<file path="src/rtl/minx_bus_arbiter_if.sv">
// ---------------------------------------------------------------------------
// minx_bus_arbiter_if
//
// Purpose : bundles every bus-side signal of the MINX bus arbiter. This
//           covers the CPU bus and its release handshake, the secondary
//           master request/grant and bus slices, the peripheral read-data
//           window and the muxed external bus. Clock and reset are not part
//           of the bundle.
//
// Modports:
//   slave  - the arbiter's view. It samples the CPU, master, peripheral and
//            memory inputs and drives the request, grant, mux and owner
//            outputs.
//   master - the view of the surrounding system (CPU, masters, memory and
//            peripherals). It is the mirror image of the slave view.
//
// Handshake:
//   cpu_bus_request/cpu_bus_ack behave as a level request/acknowledge pair.
//   The arbiter raises cpu_bus_request and holds it until it gives the bus
//   back. The CPU raises cpu_bus_ack once it has tri-stated its side and
//   keeps it high while cpu_bus_request stays high.
//   m_request/m_grant behave the same way per master. A master holds
//   m_request for as long as it needs the bus. Its m_grant bit stays set
//   until the cycle after the request falls (or until reset).
//
// Signals:
//   cpu_address_in, cpu_data_in, cpu_read, cpu_write, cpu_bus_status, cpu_bus_ack : CPU -> arbiter
//   cpu_bus_request, cpu_data_out                                                  : arbiter -> CPU
//   m_request, m_address_in, m_data_in, m_read, m_write, m_bus_status              : masters -> arbiter (flat, slice i = master i)
//   m_grant, m_data_out                                                            : arbiter -> masters
//   periph_data_in, bus_data_in                                                    : read data sources
//   bus_address_out, bus_data_out, bus_read, bus_write, bus_status                 : muxed external bus
//   owner                                                                          : current owner (0 = CPU, k = master k-1)
//   arb_state                                                                      : debug view of the arbiter FSM state
// ---------------------------------------------------------------------------
interface minx_bus_arbiter_if #(
    parameter int NUM_MASTERS = 2,
    parameter int ADDR_W      = 24,
    parameter int DATA_W      = 8,
    parameter int NUM_PERIPH  = 4,
    parameter int OWNER_W     = $clog2(NUM_MASTERS + 1)
);
    // CPU side
    logic [ADDR_W-1:0]             cpu_address_in;
    logic [DATA_W-1:0]             cpu_data_in;
    logic                          cpu_read;
    logic                          cpu_write;
    logic [1:0]                    cpu_bus_status;
    logic                          cpu_bus_request;
    logic                          cpu_bus_ack;
    logic [DATA_W-1:0]             cpu_data_out;

    // Secondary masters
    logic [NUM_MASTERS-1:0]        m_request;
    logic [NUM_MASTERS-1:0]        m_grant;
    logic [NUM_MASTERS*ADDR_W-1:0] m_address_in;
    logic [NUM_MASTERS*DATA_W-1:0] m_data_in;
    logic [NUM_MASTERS-1:0]        m_read;
    logic [NUM_MASTERS-1:0]        m_write;
    logic [NUM_MASTERS*2-1:0]      m_bus_status;
    logic [DATA_W-1:0]             m_data_out;

    // Read data sources
    logic [NUM_PERIPH*DATA_W-1:0]  periph_data_in;
    logic [DATA_W-1:0]             bus_data_in;

    // Muxed external bus
    logic [ADDR_W-1:0]             bus_address_out;
    logic [DATA_W-1:0]             bus_data_out;
    logic                          bus_read;
    logic                          bus_write;
    logic [1:0]                    bus_status;
    logic [OWNER_W-1:0]            owner;

    // Debug
    logic [1:0]                    arb_state;

    modport slave (
        input  cpu_address_in, cpu_data_in, cpu_read, cpu_write, cpu_bus_status, cpu_bus_ack,
        input  m_request, m_address_in, m_data_in, m_read, m_write, m_bus_status,
        input  periph_data_in, bus_data_in,
        output cpu_bus_request, cpu_data_out, m_grant, m_data_out,
        output bus_address_out, bus_data_out, bus_read, bus_write, bus_status, owner,
        output arb_state
    );

    modport master (
        output cpu_address_in, cpu_data_in, cpu_read, cpu_write, cpu_bus_status, cpu_bus_ack,
        output m_request, m_address_in, m_data_in, m_read, m_write, m_bus_status,
        output periph_data_in, bus_data_in,
        input  cpu_bus_request, cpu_data_out, m_grant, m_data_out,
        input  bus_address_out, bus_data_out, bus_read, bus_write, bus_status, owner,
        input  arb_state
    );
endinterface

</file>
<file path="src/rtl/minx_bus_arbiter.sv">
// ---------------------------------------------------------------------------
// minx_bus_arbiter
//
// Purpose : MINX bus interconnect for the CPU plus NUM_MASTERS secondary bus
//           masters (PRC, sound DMA, blitter, ...). It arbitrates the
//           secondary requests and holds the CPU off the bus through its
//           bus_request/bus_ack handshake. It muxes address, data, strobes
//           and status from the current owner. It returns CPU read data
//           either from external memory or from the OR-reduced peripheral
//           register window.
//
// Ports:
//   clk   - system clock
//   reset - synchronous, active-high reset
//   bus   - minx_bus_arbiter_if.slave (see the interface file for signals)
//
// Configuration:
//   MINX_ARB_ROUND_ROBIN_EN - when defined, round-robin priority is used.
//                             The search starts at rr_ptr, and rr_ptr moves
//                             to (granted index + 1) mod NUM_MASTERS on each
//                             grant. When undefined, fixed priority is used
//                             (lowest index wins) and rr_ptr does not exist.
//
// FSM: IDLE -> WAIT_ACK -> GRANT <-> HANDOFF -> IDLE. The state is visible
//      on bus.arb_state for debug.
// ---------------------------------------------------------------------------
module minx_bus_arbiter #(
    parameter int               NUM_MASTERS  = 2,
    parameter int               ADDR_W       = 24,
    parameter int               DATA_W       = 8,
    parameter int               NUM_PERIPH   = 4,
    parameter logic [ADDR_W-1:0] REG_BASE    = 24'h2000,
    parameter int               REG_SIZE     = 256,
    parameter logic [1:0]       BUS_MEM_READ = 2'b01
) (
    input  logic                clk,
    input  logic                reset,
    minx_bus_arbiter_if.slave   bus
);
    localparam int OWNER_W = $clog2(NUM_MASTERS + 1);
    localparam int IDX_W   = (NUM_MASTERS > 1) ? $clog2(NUM_MASTERS) : 1;

    // The window bounds are widened by one bit so that REG_BASE+REG_SIZE
    // cannot wrap back into low addresses.
    localparam logic [ADDR_W:0] WIN_LO = {1'b0, REG_BASE};
    localparam logic [ADDR_W:0] WIN_HI = WIN_LO + (ADDR_W+1)'(REG_SIZE);

    typedef enum logic [1:0] {
        IDLE     = 2'd0,
        WAIT_ACK = 2'd1,
        GRANT    = 2'd2,
        HANDOFF  = 2'd3
    } state_t;

    state_t                 state_q, state_d;
    logic                   cpu_req_q, cpu_req_d;
    logic [NUM_MASTERS-1:0] grant_q, grant_d;
    logic [OWNER_W-1:0]     owner_q, owner_d;
`ifdef MINX_ARB_ROUND_ROBIN_EN
    logic [IDX_W-1:0]       rr_ptr_q, rr_ptr_d;
`endif

    logic                   win_valid;
    logic [IDX_W-1:0]       win_idx;
    logic                   any_req;
    logic                   owner_req;

    logic [ADDR_W-1:0]      mux_addr;
    logic [DATA_W-1:0]      mux_data;
    logic                   mux_read;
    logic                   mux_write;
    logic [1:0]             mux_status;
    logic [DATA_W-1:0]      periph_or;
    logic                   in_window;

    assign any_req   = |bus.m_request;
    // The grant is one-hot and matches the owner, so masking the requests
    // with it yields the owner's own request without a variable index.
    assign owner_req = |(bus.m_request & grant_q);

    // ------------------------------------------------------------------
    // Winner selection from the current requests.
    // ------------------------------------------------------------------
    always_comb begin
        win_valid = 1'b0;
        win_idx   = '0;
`ifdef MINX_ARB_ROUND_ROBIN_EN
        // The first pass searches from rr_ptr upwards. The second pass
        // wraps around to index 0.
        for (int k = 0; k < NUM_MASTERS; k++) begin
            if (!win_valid && bus.m_request[k] && (IDX_W'(k) >= rr_ptr_q)) begin
                win_valid = 1'b1;
                win_idx   = IDX_W'(k);
            end
        end
        for (int k = 0; k < NUM_MASTERS; k++) begin
            if (!win_valid && bus.m_request[k]) begin
                win_valid = 1'b1;
                win_idx   = IDX_W'(k);
            end
        end
`else
        for (int k = 0; k < NUM_MASTERS; k++) begin
            if (!win_valid && bus.m_request[k]) begin
                win_valid = 1'b1;
                win_idx   = IDX_W'(k);
            end
        end
`endif
    end

    // ------------------------------------------------------------------
    // State register
    // ------------------------------------------------------------------
    always_ff @(posedge clk) begin
        if (reset) begin
            state_q   <= IDLE;
            cpu_req_q <= 1'b0;
            grant_q   <= '0;
            owner_q   <= '0;
`ifdef MINX_ARB_ROUND_ROBIN_EN
            rr_ptr_q  <= '0;
`endif
        end else begin
            state_q   <= state_d;
            cpu_req_q <= cpu_req_d;
            grant_q   <= grant_d;
            owner_q   <= owner_d;
`ifdef MINX_ARB_ROUND_ROBIN_EN
            rr_ptr_q  <= rr_ptr_d;
`endif
        end
    end

    // ------------------------------------------------------------------
    // Next-state logic. The request, grant and owner are computed here
    // and registered, so each changes exactly one cycle after its cause.
    // ------------------------------------------------------------------
    always_comb begin
        state_d   = state_q;
        cpu_req_d = cpu_req_q;
        grant_d   = grant_q;
        owner_d   = owner_q;
`ifdef MINX_ARB_ROUND_ROBIN_EN
        rr_ptr_d  = rr_ptr_q;
`endif
        unique case (state_q)
            IDLE: begin
                if (any_req) begin
                    cpu_req_d = 1'b1;
                    state_d   = WAIT_ACK;
                end
            end
            WAIT_ACK: begin
                // Losing every request takes precedence over an ack that
                // arrives in the same cycle, because there is no one to grant.
                if (!any_req) begin
                    cpu_req_d = 1'b0;
                    state_d   = IDLE;
                end else if (bus.cpu_bus_ack && win_valid) begin
                    grant_d          = '0;
                    grant_d[win_idx] = 1'b1;
                    owner_d          = OWNER_W'(win_idx) + OWNER_W'(1);
                    state_d          = GRANT;
`ifdef MINX_ARB_ROUND_ROBIN_EN
                    rr_ptr_d = (win_idx == IDX_W'(NUM_MASTERS - 1)) ? '0 : win_idx + IDX_W'(1);
`endif
                end
            end
            GRANT: begin
                if (!owner_req) begin
                    grant_d = '0;
                    owner_d = '0;
                    state_d = HANDOFF;
                end
            end
            HANDOFF: begin
                // The CPU is still parked, so a pending request is served
                // directly without a fresh request/ack round trip.
                if (win_valid && bus.cpu_bus_ack) begin
                    grant_d          = '0;
                    grant_d[win_idx] = 1'b1;
                    owner_d          = OWNER_W'(win_idx) + OWNER_W'(1);
                    state_d          = GRANT;
`ifdef MINX_ARB_ROUND_ROBIN_EN
                    rr_ptr_d = (win_idx == IDX_W'(NUM_MASTERS - 1)) ? '0 : win_idx + IDX_W'(1);
`endif
                end else begin
                    cpu_req_d = 1'b0;
                    state_d   = IDLE;
                end
            end
            default: begin
                state_d = IDLE;
            end
        endcase
    end

    // ------------------------------------------------------------------
    // Output logic: owner-based bus mux and read-data routing.
    // ------------------------------------------------------------------
    always_comb begin
        mux_addr   = bus.cpu_address_in;
        mux_data   = bus.cpu_data_in;
        mux_read   = bus.cpu_read;
        mux_write  = bus.cpu_write;
        mux_status = bus.cpu_bus_status;
        for (int k = 0; k < NUM_MASTERS; k++) begin
            if (owner_q == OWNER_W'(k + 1)) begin
                mux_addr   = bus.m_address_in[k*ADDR_W +: ADDR_W];
                mux_data   = bus.m_data_in[k*DATA_W +: DATA_W];
                mux_read   = bus.m_read[k];
                mux_write  = bus.m_write[k];
                mux_status = bus.m_bus_status[k*2 +: 2];
            end
        end
        // While ownership is in transit, nobody may strobe the bus.
        if (state_q == WAIT_ACK || state_q == HANDOFF) begin
            mux_read   = 1'b0;
            mux_write  = 1'b0;
            mux_status = 2'b00;
        end
    end

    // Peripherals drive zero when not addressed, so OR-ing them selects the
    // active one.
    always_comb begin
        periph_or = '0;
        for (int k = 0; k < NUM_PERIPH; k++) begin
            periph_or = periph_or | bus.periph_data_in[k*DATA_W +: DATA_W];
        end
    end

    assign in_window = ({1'b0, mux_addr} >= WIN_LO) && ({1'b0, mux_addr} < WIN_HI);

    assign bus.cpu_data_out    = (in_window && (mux_status == BUS_MEM_READ) && (owner_q == '0))
                                 ? periph_or : bus.bus_data_in;
    assign bus.m_data_out      = bus.bus_data_in;
    assign bus.bus_address_out = mux_addr;
    assign bus.bus_data_out    = mux_data;
    assign bus.bus_read        = mux_read;
    assign bus.bus_write       = mux_write;
    assign bus.bus_status      = mux_status;
    assign bus.cpu_bus_request = cpu_req_q;
    assign bus.m_grant         = grant_q;
    assign bus.owner           = owner_q;
    assign bus.arb_state       = state_q;

endmodule

</file>
<file path="src/flat_wrapper.sv">
// flat-port wrapper written by rule: the top's interface ports become plain ports
module minx_bus_arbiter_flat 
#(
    parameter int               NUM_MASTERS  = 2,
    parameter int               ADDR_W       = 24,
    parameter int               DATA_W       = 8,
    parameter int               NUM_PERIPH   = 4,
    parameter logic [ADDR_W-1:0] REG_BASE    = 24'h2000,
    parameter int               REG_SIZE     = 256,
    parameter logic [1:0]       BUS_MEM_READ = 2'b01
)
  (clk, reset, bus_cpu_address_in, bus_cpu_data_in, bus_cpu_read, bus_cpu_write, bus_cpu_bus_status, bus_cpu_bus_ack, bus_m_request, bus_m_address_in, bus_m_data_in, bus_m_read, bus_m_write, bus_m_bus_status, bus_periph_data_in, bus_bus_data_in, bus_cpu_bus_request, bus_cpu_data_out, bus_m_grant, bus_m_data_out, bus_bus_address_out, bus_bus_data_out, bus_bus_read, bus_bus_write, bus_bus_status, bus_owner, bus_arb_state);
  minx_bus_arbiter_if #(.NUM_MASTERS(NUM_MASTERS), .ADDR_W(ADDR_W), .DATA_W(DATA_W), .NUM_PERIPH(NUM_PERIPH)) bus_i ();
  input  logic clk;
  input  logic reset;
  input wire logic [$bits(bus_i.cpu_address_in)-1:0] bus_cpu_address_in;
  input wire logic [$bits(bus_i.cpu_data_in)-1:0] bus_cpu_data_in;
  input wire logic [$bits(bus_i.cpu_read)-1:0] bus_cpu_read;
  input wire logic [$bits(bus_i.cpu_write)-1:0] bus_cpu_write;
  input wire logic [$bits(bus_i.cpu_bus_status)-1:0] bus_cpu_bus_status;
  input wire logic [$bits(bus_i.cpu_bus_ack)-1:0] bus_cpu_bus_ack;
  input wire logic [$bits(bus_i.m_request)-1:0] bus_m_request;
  input wire logic [$bits(bus_i.m_address_in)-1:0] bus_m_address_in;
  input wire logic [$bits(bus_i.m_data_in)-1:0] bus_m_data_in;
  input wire logic [$bits(bus_i.m_read)-1:0] bus_m_read;
  input wire logic [$bits(bus_i.m_write)-1:0] bus_m_write;
  input wire logic [$bits(bus_i.m_bus_status)-1:0] bus_m_bus_status;
  input wire logic [$bits(bus_i.periph_data_in)-1:0] bus_periph_data_in;
  input wire logic [$bits(bus_i.bus_data_in)-1:0] bus_bus_data_in;
  output wire logic [$bits(bus_i.cpu_bus_request)-1:0] bus_cpu_bus_request;
  output wire logic [$bits(bus_i.cpu_data_out)-1:0] bus_cpu_data_out;
  output wire logic [$bits(bus_i.m_grant)-1:0] bus_m_grant;
  output wire logic [$bits(bus_i.m_data_out)-1:0] bus_m_data_out;
  output wire logic [$bits(bus_i.bus_address_out)-1:0] bus_bus_address_out;
  output wire logic [$bits(bus_i.bus_data_out)-1:0] bus_bus_data_out;
  output wire logic [$bits(bus_i.bus_read)-1:0] bus_bus_read;
  output wire logic [$bits(bus_i.bus_write)-1:0] bus_bus_write;
  output wire logic [$bits(bus_i.bus_status)-1:0] bus_bus_status;
  output wire logic [$bits(bus_i.owner)-1:0] bus_owner;
  output wire logic [$bits(bus_i.arb_state)-1:0] bus_arb_state;
  assign bus_i.cpu_address_in = bus_cpu_address_in;
  assign bus_i.cpu_data_in = bus_cpu_data_in;
  assign bus_i.cpu_read = bus_cpu_read;
  assign bus_i.cpu_write = bus_cpu_write;
  assign bus_i.cpu_bus_status = bus_cpu_bus_status;
  assign bus_i.cpu_bus_ack = bus_cpu_bus_ack;
  assign bus_i.m_request = bus_m_request;
  assign bus_i.m_address_in = bus_m_address_in;
  assign bus_i.m_data_in = bus_m_data_in;
  assign bus_i.m_read = bus_m_read;
  assign bus_i.m_write = bus_m_write;
  assign bus_i.m_bus_status = bus_m_bus_status;
  assign bus_i.periph_data_in = bus_periph_data_in;
  assign bus_i.bus_data_in = bus_bus_data_in;
  assign bus_cpu_bus_request = bus_i.cpu_bus_request;
  assign bus_cpu_data_out = bus_i.cpu_data_out;
  assign bus_m_grant = bus_i.m_grant;
  assign bus_m_data_out = bus_i.m_data_out;
  assign bus_bus_address_out = bus_i.bus_address_out;
  assign bus_bus_data_out = bus_i.bus_data_out;
  assign bus_bus_read = bus_i.bus_read;
  assign bus_bus_write = bus_i.bus_write;
  assign bus_bus_status = bus_i.bus_status;
  assign bus_owner = bus_i.owner;
  assign bus_arb_state = bus_i.arb_state;
  minx_bus_arbiter #(.NUM_MASTERS(NUM_MASTERS), .ADDR_W(ADDR_W), .DATA_W(DATA_W), .NUM_PERIPH(NUM_PERIPH), .REG_BASE(REG_BASE), .REG_SIZE(REG_SIZE), .BUS_MEM_READ(BUS_MEM_READ)) u_core (.clk(clk), .reset(reset), .bus(bus_i));
endmodule
</file>
<file path="config.mk">
export PLATFORM = sky130hd
export DESIGN_NAME = minx_bus_arbiter_flat
export DESIGN_NICKNAME = d
export VERILOG_FILES = /design/src/rtl/minx_bus_arbiter_if.sv /design/src/rtl/minx_bus_arbiter.sv /design/src/flat_wrapper.sv
export SDC_FILE = /design/constraint.sdc
export NUM_CORES = 1
export LEC_CHECK = 0
export CORE_MARGIN = 5
export CORE_UTILIZATION = 29
export DETAILED_ROUTE_END_ITERATION = 16
export PLACE_DENSITY_LB_ADDON = 0.15
export SYNTH_ARGS = -nofsm -noshare
export SYNTH_HDL_FRONTEND = slang
export SYNTH_SLANG_ARGS = --single-unit
</file>
<file path="constraint.sdc">
create_clock -name clk -period 3.15 [get_ports clk]
set_input_delay 0.63 -clock clk [delete_from_list [all_inputs] [get_ports clk]]
set_output_delay 0.63 -clock clk [all_outputs]
set_load 0.03 [all_outputs]
</file>
## Word level (Yosys, flattened, before mapping)

Cells that the tools add are included.
W data, S select, Z words.

| word-level totals | value |
|---|---|
| register bits | 7 |
| output and inout port bits | 59 |
| logic and storage cells | 78 |

| cells by class | value |
|---|---|
| add/subtract/negate cells | 1 |
| $lt $le $gt $ge | 4 |
| eq/ne operators | 12 |
| multiplexer cells | 36 |
| bitwise operators | 4 |
| reductions and logical operators | 17 |

Operator list:

| kind | count |
|---|---|
| $mux W24 | 2 |
| $mux W2 | 13 |
| $ge A24 B14 Y1 const B | 1 |
| $lt A24 B14 Y1 const B | 1 |
| $mux W8 | 3 |
| $or A8 B8 Y8 | 3 |
| $mux W1 | 13 |
| $pmux W2 S3 | 2 |
| $pmux W2 S4 | 1 |
| $eq A2 B1 Y1 const B | 3 |
| $eq A2 B2 Y1 const B | 3 |
| $logic_and A1 B1 Y1 | 6 |
| $ne A2 B2 Y1 const B | 3 |
| $reduce_and A3 Y1 | 2 |
| $reduce_bool A3 Y1 | 2 |
| $logic_not A2 Y1 | 2 |
| $ne A2 B1 Y1 const B | 2 |
| $reduce_and A4 Y1 | 1 |
| $reduce_or A2 Y1 | 2 |
| $ne A3 B3 Y1 const B | 1 |
| $pmux W1 S3 | 1 |
| $add A1 B1 Y2 const B | 1 |
| $and A2 B2 Y2 | 1 |
| $lt A1 B2 Y1 const B | 1 |
| 4 further kinds | 4 |

## Depth between registers and ports, before layout

| depth | value |
|---|---|
| word-level depth | 11 |
| gate-level depth with buffers | 7 |
| depth with buffers taken out | 5 |

## Least setup slack after synthesis

OpenSTA, ideal clock, no wires.

| timing path | value |
|---|---|
| kind | register to output |
| from | register u_core.bus.m_grant[0] (netlist name) |
| to | output port bus_cpu_data_out[0] |
| data arrival time | 2.408 ns |
| path slack | 0.112 ns |
| stages on the path, launching flop included | 6 |
| buffers on the path | 1 |
| path through | dfxtp_1 > buf_4 > mux2i_1 > nor4b_2 > nand4_2 > mux2_2 |

RTL lines:

| what | RTL line | RTL |
|---|---|---|
| end, declared | flat_wrapper.sv:31 | `output wire logic [$bits(bus_i.cpu_data_out)-1:0] bus_cpu_data_out;` |

## Final worst setup path

| timing path | value |
|---|---|
| from | input port bus_cpu_address_in[23] |
| to | output port bus_cpu_data_out[7] |

| between the ends | value |
|---|---|
| longest elaborated chain between the ends | 7 |
| elaborated cells on any way between the ends | 8 |
| classes of those cells | 2 x order compare; 3 x mux; 3 x reduce/logical |

Ends and longest elaborated chain:

| what | RTL line | RTL |
|---|---|---|
| start, declared | flat_wrapper.sv:16 | `input wire logic [$bits(bus_i.cpu_address_in)-1:0] bus_cpu_address_in;` |
| $mux W24 * (2 in series) | minx_bus_arbiter.sv:209 | `if (owner_q == OWNER_W'(k + 1)) begin` |
| $ge A24 B14 Y1 or $lt A24 B14 Y1 (tied branches) | minx_bus_arbiter.sv:234 | `assign in_window = ({1'b0, mux_addr} >= WIN_LO) && ({1'b0, mux_addr} < WIN_HI);` |
| $logic_and A1 B1 Y1 * | minx_bus_arbiter.sv:234 |  |
| $logic_and A1 B1 Y1 * (2 in series) | minx_bus_arbiter.sv:236 | `assign bus.cpu_data_out = (in_window && (mux_status == BUS_MEM_READ) && (owner_q == '0))` |
| $mux W8 * | minx_bus_arbiter.sv:237 | `? periph_or : bus.bus_data_in;` |

Mark *: on every way between the ends. The rest lies on a longest branch, timed or not.

==> flow_summary.toml <==
[sta]
final.setup_skew_ns = 0.002712
fin_crit_sh_pct = 97.99
max_clock_freq_mhz = 324.0
layout_min_cycle_time_ns = 3.087
slew_violations = 0
tightestPinTransition_ns = 0.5032
hold_viol = 0
slew_headroom_pct = 66.40
setup_viol = 0

[floorplanning]
die_area_um2 = 7494
start_util_pct = 30.32
io_pins = 212
core_region_area_um2 = 5608
die_h_um = 86.57
dieWidth_um = 86.57
rows = 27

[status]
outcome = "finished, final reports clean"

[critical_path]
critPathMaxFanout = 8
reg2reg_depth = 5
critPathRequiredTime_ns = 2.52
cpPeakStageDelay_ns = 0.46
crit_start = "bus_cpu_address_in[23]"
r2r-end = "u_core.bus.owner[1]"
critPathLaunchType = "input pin"
slowest_stage = "clkdlybuf4s50_1"
path_delay_family = "buffers and inverters"
r2r_start = "u_core.bus.owner[1]"
path_cells = "clkdlybuf4s50_1 > nor4_2 > nand2_1 > nor3_2 > nand4_2 > buf_6 > mux2_2 > buf_4"
crit_arrival_ns = 2.46
cp_num_buf_inv = 3
crit_path_end_kind = "primary output"
path_class = "in -> out"
ff2ff_setup_slack_ns = 1.46

[pwr]
powerDensity_nw_per_um2 = 207.0
max-vdd-ir-drop_v = 0.0001247
leakage_nw = 1.308

[drt]
routed_wl_mm = 8.209
dr.pass1.iters = 4
drcViolationCount = 0
drtAntennaViolNets = 0
vias = 2382
dr.first_iter.drc_count = 31
wire_per_inst_um = 17.14
vias_per_cell = 4.973

[clock_tree]
hold_buffers = 0
clk_pin_slew_ns = 0.04
numClockSinks = 5
tritoncts = "built"
clockBufferDepth = 2
cts_root_buf = "clkbuf_8"
ctsHtreeMaxLevel = 1
clk_latency_ns = 0.23
cts_made_buffers = 3

[logic_synthesis]
syn_nets = 368
synth_top_area_cell = "mux2i_1"
synthArstFlopShare_pct = 0
synth_edf_count = 0
synthCells = 215
ys_warn_count = 0
ys_types = 29
avgSynthCellArea_um2 = 7.909
syn_area_um2 = 1700
synth_seq_cells = 5
ys_top_cells_by_area = "mux2i_1 (33%), a211oi_1 (13%), nor2b_1 (9.6%), a21oi_1 (8.2%), mux2_2 (6.0%)"
synth_top_area_share_pct = 32.97
synth-seq-area-share_pct = 5.887
synth_ff_type = "dfxtp_1"

[finish]
ff_latch_area_um2 = 107.6
design_area_um2 = 3859
syn_to_final_growth_pct = 126.9
drive_gt1_share_pct = 8.600
layout.nets = 561
finalNonFillerCells = 479
final.fill_count = 497
mostFrequentLayoutCell = "clkdlybuf4s50_1"
final_cell_mix = "clkdlybuf4s50_1 (201), mux2i_1 (56), a211oi_1 (29), a21oi_1 (28), nor2b_1 (26)"
multi_input_area_um2 = 1443
antenna_cells = 0

[placement]
dp.cells = 473
hpwl_mm = 6.828
gp_congestion = 0.7928
portBuffers = 211
placed_cell_area_um2 = 3747

[grt]
grt_use_total_pct = 19.66
overflow = 0
grt_pass1_vias = 2328
antenna_found_initial = 0
grt_max_degree = 76
grt_pass1_wl_mm = 11.81

[min_path]
hold_path_startpoint = "u_core.bus.cpu_bus_request"
hold_depth = 2
hp-class = "reg -> reg"
worstHoldEndpoint = "u_core.bus.cpu_bus_request"

[run]
cap_violations = 0
[repair_timing]
action                                  in CTS  in global routing
endpoints found under the hold margin        0                  0
pin swaps                                    1                  3
setup buffers                                1                  1
resized for setup                            1                 11
cloned                                       0                  0
endpoints found under the setup margin       8                 10
[stage by stage]
stage                     utilization [%]  power (mW)  hold WS [ns]  setup TNS, ns  worst slack, ns
after floorplan                         -      0.3471        0.5798              0           0.1118
after global placement              66.82      0.6637        0.4550        -0.5946         -0.07586
after detailed placement            66.82      0.6714        0.4615         -1.137          -0.1574
after CTS                           67.85      0.7981        0.4696              0          0.01727
after global routing                68.81      0.8463        0.5338       -0.01191        -0.005153
final                               68.81      0.7988        0.4710              0          0.06328
[routing by layer]
metal	global-route usage (%)	vias to the layer above	routed length, um
met3	5.608	13	698
met4	4.533	0	127
met5	0	-	0
met2	36.86	93	4486
li1	-	1215	-
met1	21.67	1061	2896
[worst max-delay path by stage]
| stage | endpoint | slack (ns) | depth (start not counted) |
|---|---|---|---|
| floorplan | bus_cpu_data_out[0] | 0.11 | 5 |
| global placement | bus_cpu_data_out[4] | -0.08 | 7 |
| detailed placement | bus_cpu_data_out[5] | -0.16 | 7 |
| CTS | bus_cpu_data_out[5] | 0.02 | 8 |
| global route | bus_cpu_data_out[4] | -0.005 | 8 |
| finish | bus_cpu_data_out[7] | 0.06 | 8 |
[final cells by class]
cell class	count	share of cell area, %
timing repair buffer	217	56.23
multi-input combinational	180	37.39
sequential	5	2.789
tap	72	2.335
clock buffer	4	1.167
inverter	1	0.09728
[Yosys cell counts, drive strengths merged, types with 3 or more instances]
cell and number:
dfxtp 5, mux2 9, nand2 3, a211oi 30, nor3 3, nor2b 26
mux2i 56, nor4 3, a21oi 28, nor2 4, clkbuf 9, buf 20
or4 8
[worst register-to-register path, delay by kind of cell, from the launching register on]
family | cells | cell delay [ns]
AOI/OAI and AO/OA | 2 | 0.39
buffers and inverters | 1 | 0.36
DFF | 1 | 0.63
muxes | 1 | 0.17
and+or+nand+nor | 1 | 0.05
[power by group]
| group | internal [mW] | leakage (nW) | switching [mW] | total, mW |
|---|---|---|---|---|
| Sequential | 0.0672 | 0.0427 | 0.0175 | 0.0848 |
| Combinational | 0.336 | 1.24 | 0.256 | 0.592 |
| Clock | 0.0872 | 0.0228 | 0.0351 | 0.122 |
[sequential cells by signal, indices dropped and copies added (netlist names)]
name / flops
u_core.bus.arb_state: 2
u_core.bus.m_grant: 1
u_core.bus.cpu_bus_request: 1
u_core.bus.owner: 1
[logic make-up after synthesis]
logic type	synth area share (%)
DFF	5.887
AOI/OAI and AO/OA	24.28
muxes	38.93
buffers and inverters	10.96
and+or+nand+nor	19.94
No activity file was read; power rests on OpenSTA's default activity.
